$ cat src/rtl/arbiter_pkg.sv
// rtl/arbiter_pkg.sv - shared types and helpers for the request arbiter
package arbiter_pkg;

    typedef enum logic [1:0] {
        IDLE  = 2'd0,
        GRANT = 2'd1,
        LOCK  = 2'd2
    } arb_state_t;

    // Widest requester vector the index helper accepts; callers zero-extend into it.
    localparam int ARB_MAX_WIDTH = 64;

    // Binary position of the set bit in a one-hot (or all-zero) vector.
    function automatic int unsigned onehot_to_index(input logic [ARB_MAX_WIDTH-1:0] oht);
        int unsigned idx;
        idx = 0;
        for (int i = 0; i < ARB_MAX_WIDTH; i++) begin
            if (oht[i]) begin
                idx = idx | unsigned'(i);
            end
        end
        return idx;
    endfunction

endpackage

$ cat src/rtl/priority_to_onehot.sv
// rtl/priority_to_onehot.sv - rightmost-set-bit one-hot selector
module priority_to_onehot #(
    parameter int WIDTH          = 8,
    parameter int IMPLEMENTATION = 0
) (
    input  logic [WIDTH-1:0] req,
    output logic [WIDTH-1:0] oht
);

    generate
        if (IMPLEMENTATION == 0) begin : g_adder
            // Two's complement isolates the lowest set bit.
            assign oht = req & (~req + WIDTH'(1));
        end else begin : g_loop
            logic found;
            // Scan from index 0 upward and keep only the first request seen.
            always_comb begin
                oht   = '0;
                found = 1'b0;
                for (int i = 0; i < WIDTH; i++) begin
                    if (req[i] && !found) begin
                        oht[i] = 1'b1;
                        found  = 1'b1;
                    end
                end
            end
        end
    endgenerate

endmodule

$ cat src/rtl/round_robin_arbiter.sv
// rtl/round_robin_arbiter.sv - registered fixed/round-robin arbiter with burst locking
module round_robin_arbiter
    import arbiter_pkg::*;
#(
    parameter  int WIDTH          = 8,
    parameter  int MODE           = 1,
    parameter  int IMPLEMENTATION = 0,
    localparam int WIDTH_LOG      = $clog2(WIDTH)
) (
    input  logic                 clk,
    input  logic                 rst_n,
    input  logic [WIDTH-1:0]     req_vld,
    input  logic [WIDTH-1:0]     req_lck,
    output logic                 gnt_vld,
    input  logic                 gnt_rdy,
    output logic [WIDTH-1:0]     gnt_oht,
    output logic [WIDTH_LOG-1:0] gnt_idx
);

    arb_state_t           state;
    logic [WIDTH-1:0]     msk;
    logic [WIDTH-1:0]     served_above;
    logic [WIDTH-1:0]     nxt_msk;
    logic [WIDTH-1:0]     arb_msk;
    logic [WIDTH-1:0]     req_masked;
    logic [WIDTH-1:0]     oht_masked;
    logic [WIDTH-1:0]     oht_raw;
    logic [WIDTH-1:0]     sel_oht;
    logic [WIDTH_LOG-1:0] sel_idx;
    logic                 xfer;
    logic                 own_lck;
    logic                 own_req;
    logic                 any_req;
    logic                 release_xfer;
    logic                 rearb;

    assign xfer         = gnt_vld & gnt_rdy;
    assign own_lck      = |(req_lck & gnt_oht);
    assign own_req      = |(req_vld & gnt_oht);
    assign any_req      = |req_vld;
    assign release_xfer = xfer & ~own_lck;

    // Thermometer of positions strictly above the current grant; empty after the top index.
    always_comb begin
        logic acc;
        served_above = '0;
        acc          = 1'b0;
        for (int i = 0; i < WIDTH; i++) begin
            served_above[i] = acc;
            acc             = acc | gnt_oht[i];
        end
    end

    // Fixed-priority mode never rotates, so its mask stays empty.
    assign nxt_msk    = (MODE == 1) ? served_above : '0;
    // A releasing transfer arbitrates with the rotated mask in the same cycle.
    assign arb_msk    = release_xfer ? nxt_msk : msk;
    assign req_masked = req_vld & arb_msk;

    priority_to_onehot #(
        .WIDTH          (WIDTH),
        .IMPLEMENTATION (IMPLEMENTATION)
    ) u_sel_masked (
        .req (req_masked),
        .oht (oht_masked)
    );

    priority_to_onehot #(
        .WIDTH          (WIDTH),
        .IMPLEMENTATION (IMPLEMENTATION)
    ) u_sel_raw (
        .req (req_vld),
        .oht (oht_raw)
    );

    assign sel_oht = (|req_masked) ? oht_masked : oht_raw;
    assign sel_idx = WIDTH_LOG'(onehot_to_index(ARB_MAX_WIDTH'(sel_oht)));

    // Load a fresh selection from idle, after a releasing transfer, or on owner withdrawal.
    assign rearb = (state == IDLE)
                 || ((state == GRANT) && (xfer ? !own_lck : !own_req))
                 || ((state == LOCK) && release_xfer);

    // Grant state machine with registered outputs and rotating priority mask.
    always_ff @(posedge clk or negedge rst_n) begin
        if (!rst_n) begin
            state   <= IDLE;
            gnt_vld <= 1'b0;
            gnt_oht <= '0;
            gnt_idx <= '0;
            msk     <= '0;
        end else begin
            if (release_xfer) begin
                msk <= nxt_msk;
            end
            if (rearb) begin
                if (any_req) begin
                    state   <= GRANT;
                    gnt_vld <= 1'b1;
                    gnt_oht <= sel_oht;
                    gnt_idx <= sel_idx;
                end else begin
                    state   <= IDLE;
                    gnt_vld <= 1'b0;
                    gnt_oht <= '0;
                    gnt_idx <= '0;
                end
            end else if ((state == GRANT) && xfer) begin
                state <= LOCK;
            end
        end
    end

endmodule

$ cat config.mk
export PLATFORM = sky130hd
export DESIGN_NAME = round_robin_arbiter
export DESIGN_NICKNAME = d
export VERILOG_FILES = /design/src/rtl/arbiter_pkg.sv /design/src/rtl/priority_to_onehot.sv /design/src/rtl/round_robin_arbiter.sv
export SDC_FILE = /design/constraint.sdc
export NUM_CORES = 1
export LEC_CHECK = 0
export CAP_MARGIN = 20
export CORE_MARGIN = 2
export CORE_UTILIZATION = 49
export CTS_CLUSTER_SIZE = 40
export DETAILED_ROUTE_END_ITERATION = 16
export PLACE_DENSITY_LB_ADDON = 0.2
export SYNTH_ARGS = -nofsm -noshare
export SYNTH_HDL_FRONTEND = slang
export SYNTH_SLANG_ARGS = --single-unit
$ cat constraint.sdc
create_clock -name clk -period 3.97 [get_ports clk]
set_input_delay 0.794 -clock clk [delete_from_list [all_inputs] [get_ports clk]]
set_output_delay 0.794 -clock clk [all_outputs]
set_load 0.01 [all_outputs]
Word level (Yosys, flattened, before mapping)

Cells that the tools add are included.

Input port bits: 19
Register bits after elaboration: 22
Word-level logic and storage cells: 54

Bitwise operators: 16
Reduce and logical (&&, ||, !) cells: 13
Equality and inequality tests: 2
Add/sub/neg operators: 2
Multiplexer cells: 16

Operators by type and width:

| kind                  | count |
|---|---|
| $and A8 B8 Y8         | 5 |
| $reduce_or A8 Y1      | 4 |
| $mux W8               | 3 |
| $add A8 B1 Y8 const B | 2 |
| $not A8 Y8            | 2 |
| $mux W3               | 5 |
| $mux W2               | 4 |
| $or A1 B1 Y1          | 6 |
| $mux W1               | 4 |
| $logic_and A1 B1 Y1   | 3 |
| $and A1 B1 Y1         | 2 |
| $eq A2 B1 Y1 const B  | 1 |
| $eq A2 B2 Y1 const B  | 1 |
| $logic_not A1 Y1      | 2 |
| $logic_not A2 Y1      | 1 |
| $logic_or A1 B1 Y1    | 2 |
| $reduce_bool A2 Y1    | 1 |
| $not A1 Y1            | 1 |

Logic depth before layout (Yosys ltp)

Gate-level depths: netlist of run 1.

Depth after elaboration: 20
Mapped depth: 9
Gate-level depth less buffers: 8

Cells and area by module

A second synthesis of run 1 with hierarchy kept.

Cells, all modules: 153
Area, all modules: 1473.9 sq um

Modules (own cells, without submodules):

| module              | seq. area each (sq um) | cells each | times used | area an instance (sq um) |
|---|---|---|---|---|
| round_robin_arbiter | 550.5                  | 133        | 1          | 1306.3 |
| priority_to_onehot  | 0.0                    | 10         | 2          | 83.8 |

Worst setup path after synthesis of run 1

OpenSTA, ideal clock, no wires.

Path kind: input to register
From: input port req_lck[3]
To: register gnt_idx[1]
Stages on the path: 8
Required time: 3.898 ns
Arrival: 3.223 ns
Path buffers: 0
Setup slack: 0.675 ns
Cell sequence: a22o_1 > a2111o_1 > nor3_4 > mux2_2 > a221o_2 > o41ai_1 > and3_1 > nand4b_1

RTL lines:

| element                                                               | line                       | source |
|---|---|---|
| from (decl)                                                           | round_robin_arbiter.sv:13  | `input logic [WIDTH-1:0] req_lck,` |
| $and A8 B8 Y8 *                                                       | round_robin_arbiter.sv:38  | `assign own_lck = \|(req_lck & gnt_oht);` |
| $reduce_or A8 Y1 *                                                    | round_robin_arbiter.sv:38  |  |
| $not A1 Y1 *                                                          | round_robin_arbiter.sv:41  | `assign release_xfer = xfer & ~own_lck;` |
| $and A1 B1 Y1 *                                                       | round_robin_arbiter.sv:41  |  |
| $mux W8 *                                                             | round_robin_arbiter.sv:57  | `assign arb_msk = release_xfer ? nxt_msk : msk;` |
| via arb_msk[4]                                                        | round_robin_arbiter.sv:24  | `logic [WIDTH-1:0] arb_msk;` |
| $and A8 B8 Y8 *                                                       | round_robin_arbiter.sv:58  | `assign req_masked = req_vld & arb_msk;` |
| parallel branches: the longest is 1 deep, another holds $add A8 B1 Y8 | -                          |  |
| $mux W8 *                                                             | round_robin_arbiter.sv:76  | `assign sel_oht = (\|req_masked) ? oht_masked : oht_raw;` |
| $mux W2 (2 in a row)                                                  | arbiter_pkg.sv:18          | `if (oht[i]) begin` |
| $mux W3 (3 in a row)                                                  | arbiter_pkg.sv:18          |  |
| $mux W3 *                                                             | arbiter_pkg.sv:18          |  |
| $mux W3 *                                                             | round_robin_arbiter.sv:97  | `if (any_req) begin` |
| to (signal assigned)                                                  | round_robin_arbiter.sv:101 | `gnt_idx <= sel_idx;` |
| to (decl)                                                             | round_robin_arbiter.sv:17  | `output logic [WIDTH_LOG-1:0] gnt_idx` |

Mark *: on every way through the listed nets, which the timed path passes.
A chain may end at the register's enable or synchronous reset.

Worst setup path in the final report of run 1

From: input port req_lck[3]
To: register gnt_idx[0]

RTL lines:

| element                                                               | line |
|---|---|
| $and A8 B8 Y8 *                                                       | round_robin_arbiter.sv:38 |
| $reduce_or A8 Y1 *                                                    | round_robin_arbiter.sv:38 |
| $not A1 Y1 *                                                          | round_robin_arbiter.sv:41 |
| $and A1 B1 Y1 *                                                       | round_robin_arbiter.sv:41 |
| $mux W8 *                                                             | round_robin_arbiter.sv:57 |
| via arb_msk[4]                                                        | round_robin_arbiter.sv:24 |
| $and A8 B8 Y8 *                                                       | round_robin_arbiter.sv:58 |
| parallel branches: the longest is 1 deep, another holds $add A8 B1 Y8 | - |
| $mux W8 *                                                             | round_robin_arbiter.sv:76 |
| $mux W1                                                               | arbiter_pkg.sv:18 |
| $mux W2 (2 in a row)                                                  | arbiter_pkg.sv:18 |
| $mux W3 (3 in a row)                                                  | arbiter_pkg.sv:18 |
| $mux W3 *                                                             | arbiter_pkg.sv:18 |
| $mux W3 *                                                             | round_robin_arbiter.sv:97 |

Marked as above.

==> metrics.cfg, run 1 <==
[route]
vias = 1358
dr.pass1.iters = 6
drt_wl_total_um = 3800
final_antenna_net_count = 0
drt_iter0_markers = 104
wl_per_cell_um = 18.8
detail_route.vias_per_cell = 6.72
drc = 0

[synthesis]
yosysWarningCount = 0
synth.top_cell.area_share = 0.420
synth_common_cells = dfrtp_1, nand2_1, nor2_1
yosysSeqAreaShare = 0.420
yosysTopAreaCell = dfrtp_1
ys_ff_latch = 22
synth_nets = 155
syn_area_per_cell_um2 = 9.63
syn-cell-area_um2 = 1310
synth_cells = 136
synth_ff_type = dfrtp_1
synth_edf_count = 0
synth-async-reset-ratio = 1.00
yosysUniqueCellTypes = 46
synthMostInstantiatedCell = dfrtp_1
synth_area_leaders = dfrtp_1, nand2_1, a22o_1, mux2i_1, nor2_1

[worst_hold_path]
holdCritPathClass = flop to flop
whs_path_depth = 2
hp-start = msk[6]
hold-path-endpoint = msk[6]

[clock_tree]
post_cts_buffers = 0
cts_hold_buf = 0
htreeDepth = 1
clkSinkCount = 22
clock_path_buffers = 2
clk_pin_slew_ns = 0.13
cts_tree = yes
insertion_delay_ns = 0.31
post_cts_resized = 0
root_buffer = clkbuf_4
cts_made_buffers = 3

[place]
numPortBuffers = 30
dpl.hpwl_um = 2800
place_area_um2 = 1660
dp_slack_ns = 0.122
gp_congestion = 0.926

[die]
die_h_um = 55.7
start_util = 0.524
fp.dieArea_um2 = 3100
num_rows = 18
io_pins = 31
core_area_um2 = 2500
die_w_um = 55.7

[timing]
setup_viol = 0
fin_worst_skew_ns = 0.00399
relSlewSlack = 0.674
min_period_ns = 3.52
fin_crit_sh = 0.887
hold_viol_final = 0
timing.fmax_mhz = 284
maxSlewViolCount = 0
rsz0062_at_grt = false
worst_pin_slew_ns = 0.489
setup_ws_ns = 0.450
finalSetupTns_ns = 0

[grt]
use_met1 = 0.327
grt_pass1_vias = 1332
gr-usage-met2 = 0.391
grt_use_total = 0.250
antenna_found_initial = 0
grt-busiest-layer = met2
grt_max_degree = 23
grt_pass1_wl_um = 6180
overflow = 0
use_met3 = 0.0698

[final_layout]
nets = 192
num_antenna_cells = 0
final_cell_area_um2 = 1730
multiInputGateArea_um2 = 729
fillers = 183
regArea_um2 = 551
drive_gt1_frac = 0.0930
utilization = 0.692
area_growth_pct = 32.1

[power]
pwr-share-comb = 0.572
finalPower_mw = 1.33
internal_power_uw = 761
seq_power_share = 0.297
switching_power_uw = 569
pwr_density_cell_nw_per_um2 = 768
p_sw_frac = 0.428
power_leakage_nw = 0.770
clkPwrFrac = 0.131
vdd_ir_drop_max_mv = 0.646

[setup_path]
critPathTopFamily = compound AO/OA/AOI/OAI gates
r2r_cells = 8
startpoint_type = primary input
max_stage_delay_ns = 0.51
cp.required_ns = 4.23
r2r_slack_ns = 0.80
cp.arrival_ns = 3.78
end_kind = flop
r2r-start = gnt_oht[4]
cpMostUsedCell = a2111o_1
worst-path-max-fanout = 6
r2r-end = gnt_idx[0]
cp_cell_sequence = clkdlybuf4s50_1 > a22o_1 > a2111o_1 > nor3_4 > mux2_2 > a221o_2 > nor3_2 > o2111a_1 > a2111o_1
critPathBufInv = 1
path_class = primary input to flop
crit_path_top_delay_cell = a2111o_1

[flow_run]
drv_cap = 0

[status]
outcome = finished, final reports clean

[worst max-delay path by stage]
stage / slack [ns] / startpoint / endpoint / cells after the start
CTS: 0.46 / req_lck[3] / gnt_idx[1] / 9
global route: 0.29 / req_lck[3] / gnt_idx[1] / 9
floorplan: 0.67 / req_lck[3] / gnt_idx[1] / 8
detailed placement: 0.12 / req_lck[3] / gnt_idx[1] / 9
finish: 0.45 / req_lck[3] / gnt_idx[0] / 9
global placement: 0.21 / req_lck[3] / gnt_idx[1] / 9
[logic make-up (layout without fill, tap and decap cells)]
| group | count (synthesis) | in the layout | synth area share |
|---|---|---|---|
| AOI/OAI and AO/OA | 49 | 49 | 0.304 |
| buffers and inverters | 8 | 44 | 0.0229 |
| DFF | 22 | 22 | 0.420 |
| muxes | 6 | 6 | 0.0478 |
| and+or+nand+nor | 51 | 51 | 0.205 |
[worst reg2reg max path: stages, from the launching register on]
cell	delay, ns
dfrtp_1	0.51
a22o_1	0.27
a2111o_1	0.51
nor3_4	0.32
mux2_2	0.40
a221o_2	0.45
nor3_2	0.30
o2111a_1	0.25
a2111o_1	0.10
[layout make-up]
cell class / count / share of cell area
clock buffer: 3 / 0.0130
clock inverter: 1 / 0.0174
inverter: 6 / 0.0130
multi-input combinational: 106 / 0.422
sequential: 22 / 0.318
tap: 30 / 0.0217
timing repair buffer: 34 / 0.195
[registers in the layout, indices dropped and copies added, names as in the netlist]
name	cells
gnt_vld	1
state	2
msk	8
gnt_oht	8
gnt_idx	3
[power groups by stage]
| stage | registers, mW | logic (mW) | clock network, mW |
|---|---|---|---|
| 2_1_floorplan | 0.388 | 0.488 | 0 |
| 3_3_place_gp | 0.397 | 0.730 | 0 |
| 3_5_place_dp | 0.398 | 0.739 | 0 |
| 4_1_cts | 0.393 | 0.747 | 0.177 |
| 5_1_grt | 0.405 | 0.833 | 0.185 |
| 6_report | 0.395 | 0.760 | 0.175 |
[layer usage]
metal | part of all wire | up-vias
li1 | - | 614
met1 | 0.42 | 644
met2 | 0.46 | 92
met3 | 0.11 | 8
met4 | 0.018 | 0
met5 | 0 | -
[layout by cell type (no fill, tap or decap), drive strengths merged, types with 3 or more instances in the layout]
cell and instances:
a21oi 3, a22o 6, a22oi 3, a31oi 3, and3 5, buf 4, clkbuf 3, clkdlybuf4s50 30
dfrtp 22, inv 6, mux2i 4, nand2 16, nor2 9, nor3 6, o211ai 4, o21ai 5
or2 3
[through the flow]
step                      std cells  hold slack [ns]
after floorplan                 136            0.450
after global placement          197            0.477
after detailed placement        197            0.489
after CTS                       201            0.518
after global routing            202            0.538
final                           202            0.519
Power figures use the tool's default switching activity.
==> run 2: changes to the inputs <==
PLACE_DENSITY = 0.79   (was default)
PLACE_DENSITY_LB_ADDON = default   (was 0.2)
==> run 2 against run 1 <==
Net effect: clock-buffer cell count unchanged; combinational power is 3.2% higher; via count up 2.7%; largest cell class unchanged.
==> metrics.cfg, run 2 (same netlist as run 1, synthesis figures left out) <==
[die]
io_pins = 31
num_rows = 18
die_w_um = 55.7
die_h_um = 55.7
fp.dieArea_um2 = 3100
start_util = 0.524
core_area_um2 = 2500

[route]
dr.pass1.iters = 4
detail_route.vias_per_cell = 6.87
drc = 0
final_antenna_net_count = 0
vias = 1394
wl_per_cell_um = 19.4
drt_iter0_markers = 74
drt_wl_total_um = 3940

[timing]
fin_worst_skew_ns = 0.00454
maxSlewViolCount = 0
min_period_ns = 3.48
timing.fmax_mhz = 287
rsz0062_at_grt = false
hold_viol_final = 0
finalSetupTns_ns = 0
setup_viol = 0
fin_crit_sh = 0.878
relSlewSlack = 0.661
worst_pin_slew_ns = 0.505

[clock_tree]
cts_hold_buf = 0
insertion_delay_ns = 0.32
cts_tree = yes
htreeDepth = 1
clk_pin_slew_ns = 0.12
clock_path_buffers = 2
clkSinkCount = 22
post_cts_resized = 0
root_buffer = clkbuf_4
cts_made_buffers = 3
post_cts_buffers = 0

[place]
gp_congestion = 0.924
dpl.hpwl_um = 3010
numPortBuffers = 30

[power]
finalPower_mw = 1.36
seq_power_share = 0.292
vdd_ir_drop_max_mv = 0.577
pwr_density_cell_nw_per_um2 = 780
internal_power_uw = 766
pwr-share-comb = 0.578
power_leakage_nw = 0.774
switching_power_uw = 590
clkPwrFrac = 0.129
p_sw_frac = 0.435

[worst_hold_path]
hp-start = gnt_idx[0]
whs_path_depth = 1
holdCritPathClass = flop to flop
hold-path-endpoint = gnt_idx[0]

[final_layout]
nets = 193
layout_commonest_cell = clkdlybuf4s50_1
area_growth_pct = 32.7
mostFrequentLayoutCells = clkdlybuf4s50_1, dfrtp_1, nand2_1
top_regs = gnt_oht: 8 flops, msk: 8 flops, gnt_idx: 3 flops
drive_gt1_frac = 0.0983
num_antenna_cells = 0

[grt]
antenna_found_initial = 0
grt_max_degree = 23
grt-busiest-layer = met2
grt_pass1_vias = 1325
grt_pass1_wl_um = 6440
use_met3 = 0.0395
use_met1 = 0.361
overflow = 0
grt_use_total = 0.261
gr-usage-met2 = 0.413

[setup_path]
r2r-end = gnt_idx[1]
cp.arrival_ns = 3.74
critPathTopFamily = compound AO/OA/AOI/OAI gates
critPathBufInv = 1
cp.required_ns = 4.23
max_stage_delay_ns = 0.51
startpoint_type = primary input
end_kind = flop
r2r_cells = 8
cp_cell_sequence = clkdlybuf4s50_1 > a22o_1 > a2111o_1 > nor3_4 > mux2_2 > a221o_2 > o41ai_1 > and3_1 > nand4b_1
worst-path-max-fanout = 6
r2r_slack_ns = 0.84
path_class = primary input to flop
crit_path_top_delay_cell = a2111o_1
r2r-start = gnt_oht[4]

[status]
outcome = finished, final reports clean

[flow_run]
drv_cap = 0

## run 2: power groups by stage
stage | sequential (mW) | combinational [mW] | clock (mW)
2_1_floorplan | 0.388 | 0.488 | 0
3_3_place_gp | 0.395 | 0.748 | 0
3_5_place_dp | 0.398 | 0.766 | 0
4_1_cts | 0.394 | 0.771 | 0.177
5_1_grt | 0.407 | 0.851 | 0.187
6_report | 0.396 | 0.784 | 0.175
## run 2: through the flow
stage | utilization | setup WS (ns) | cell area, um^2 | hold WS, ns | std cells
finish | 0.695 | 0.486 | 1740 | 0.528 | 203
global route | 0.695 | 0.390 | 1740 | 0.546 | 203
CTS | 0.689 | 0.508 | 1720 | 0.526 | 202
detailed placement | 0.668 | 0.169 | 1670 | 0.491 | 198
global placement | 0.668 | 0.266 | 1670 | 0.479 | 198
floorplan | - | 0.675 | 1310 | 0.450 | 136
## run 2: worst max-delay path by stage
stage                           from          to  slack (ns)  depth (start not counted)
final                     req_lck[3]  gnt_idx[1]        0.49                          9
after global routing      req_lck[3]  gnt_idx[1]        0.39                          9
after CTS                 req_lck[3]  gnt_idx[1]        0.51                          9
after detailed placement  req_lck[3]  gnt_idx[1]        0.17                          9
after global placement    req_lck[3]  gnt_idx[1]        0.27                          9
after floorplan           req_lck[3]  gnt_idx[1]        0.67                          8
## run 2: area by class of cell
class / count / area, um^2
Clock buffer: 3 / 22.5
Timing Repair Buffer: 35 / 345
Sequential cell: 22 / 551
Multi-Input combinational cell: 106 / 729
Inverter: 6 / 22.5
Clock inverter: 1 / 30.0
Tap cell: 30 / 37.5
Fill cell: 193 / 762
## run 2: per-layer routing
layer | wire length, um | vias up
li1 | - | 614
met1 | 1680 | 668
met2 | 1830 | 97
met3 | 342 | 15
met4 | 95 | 0
met5 | 0 | -
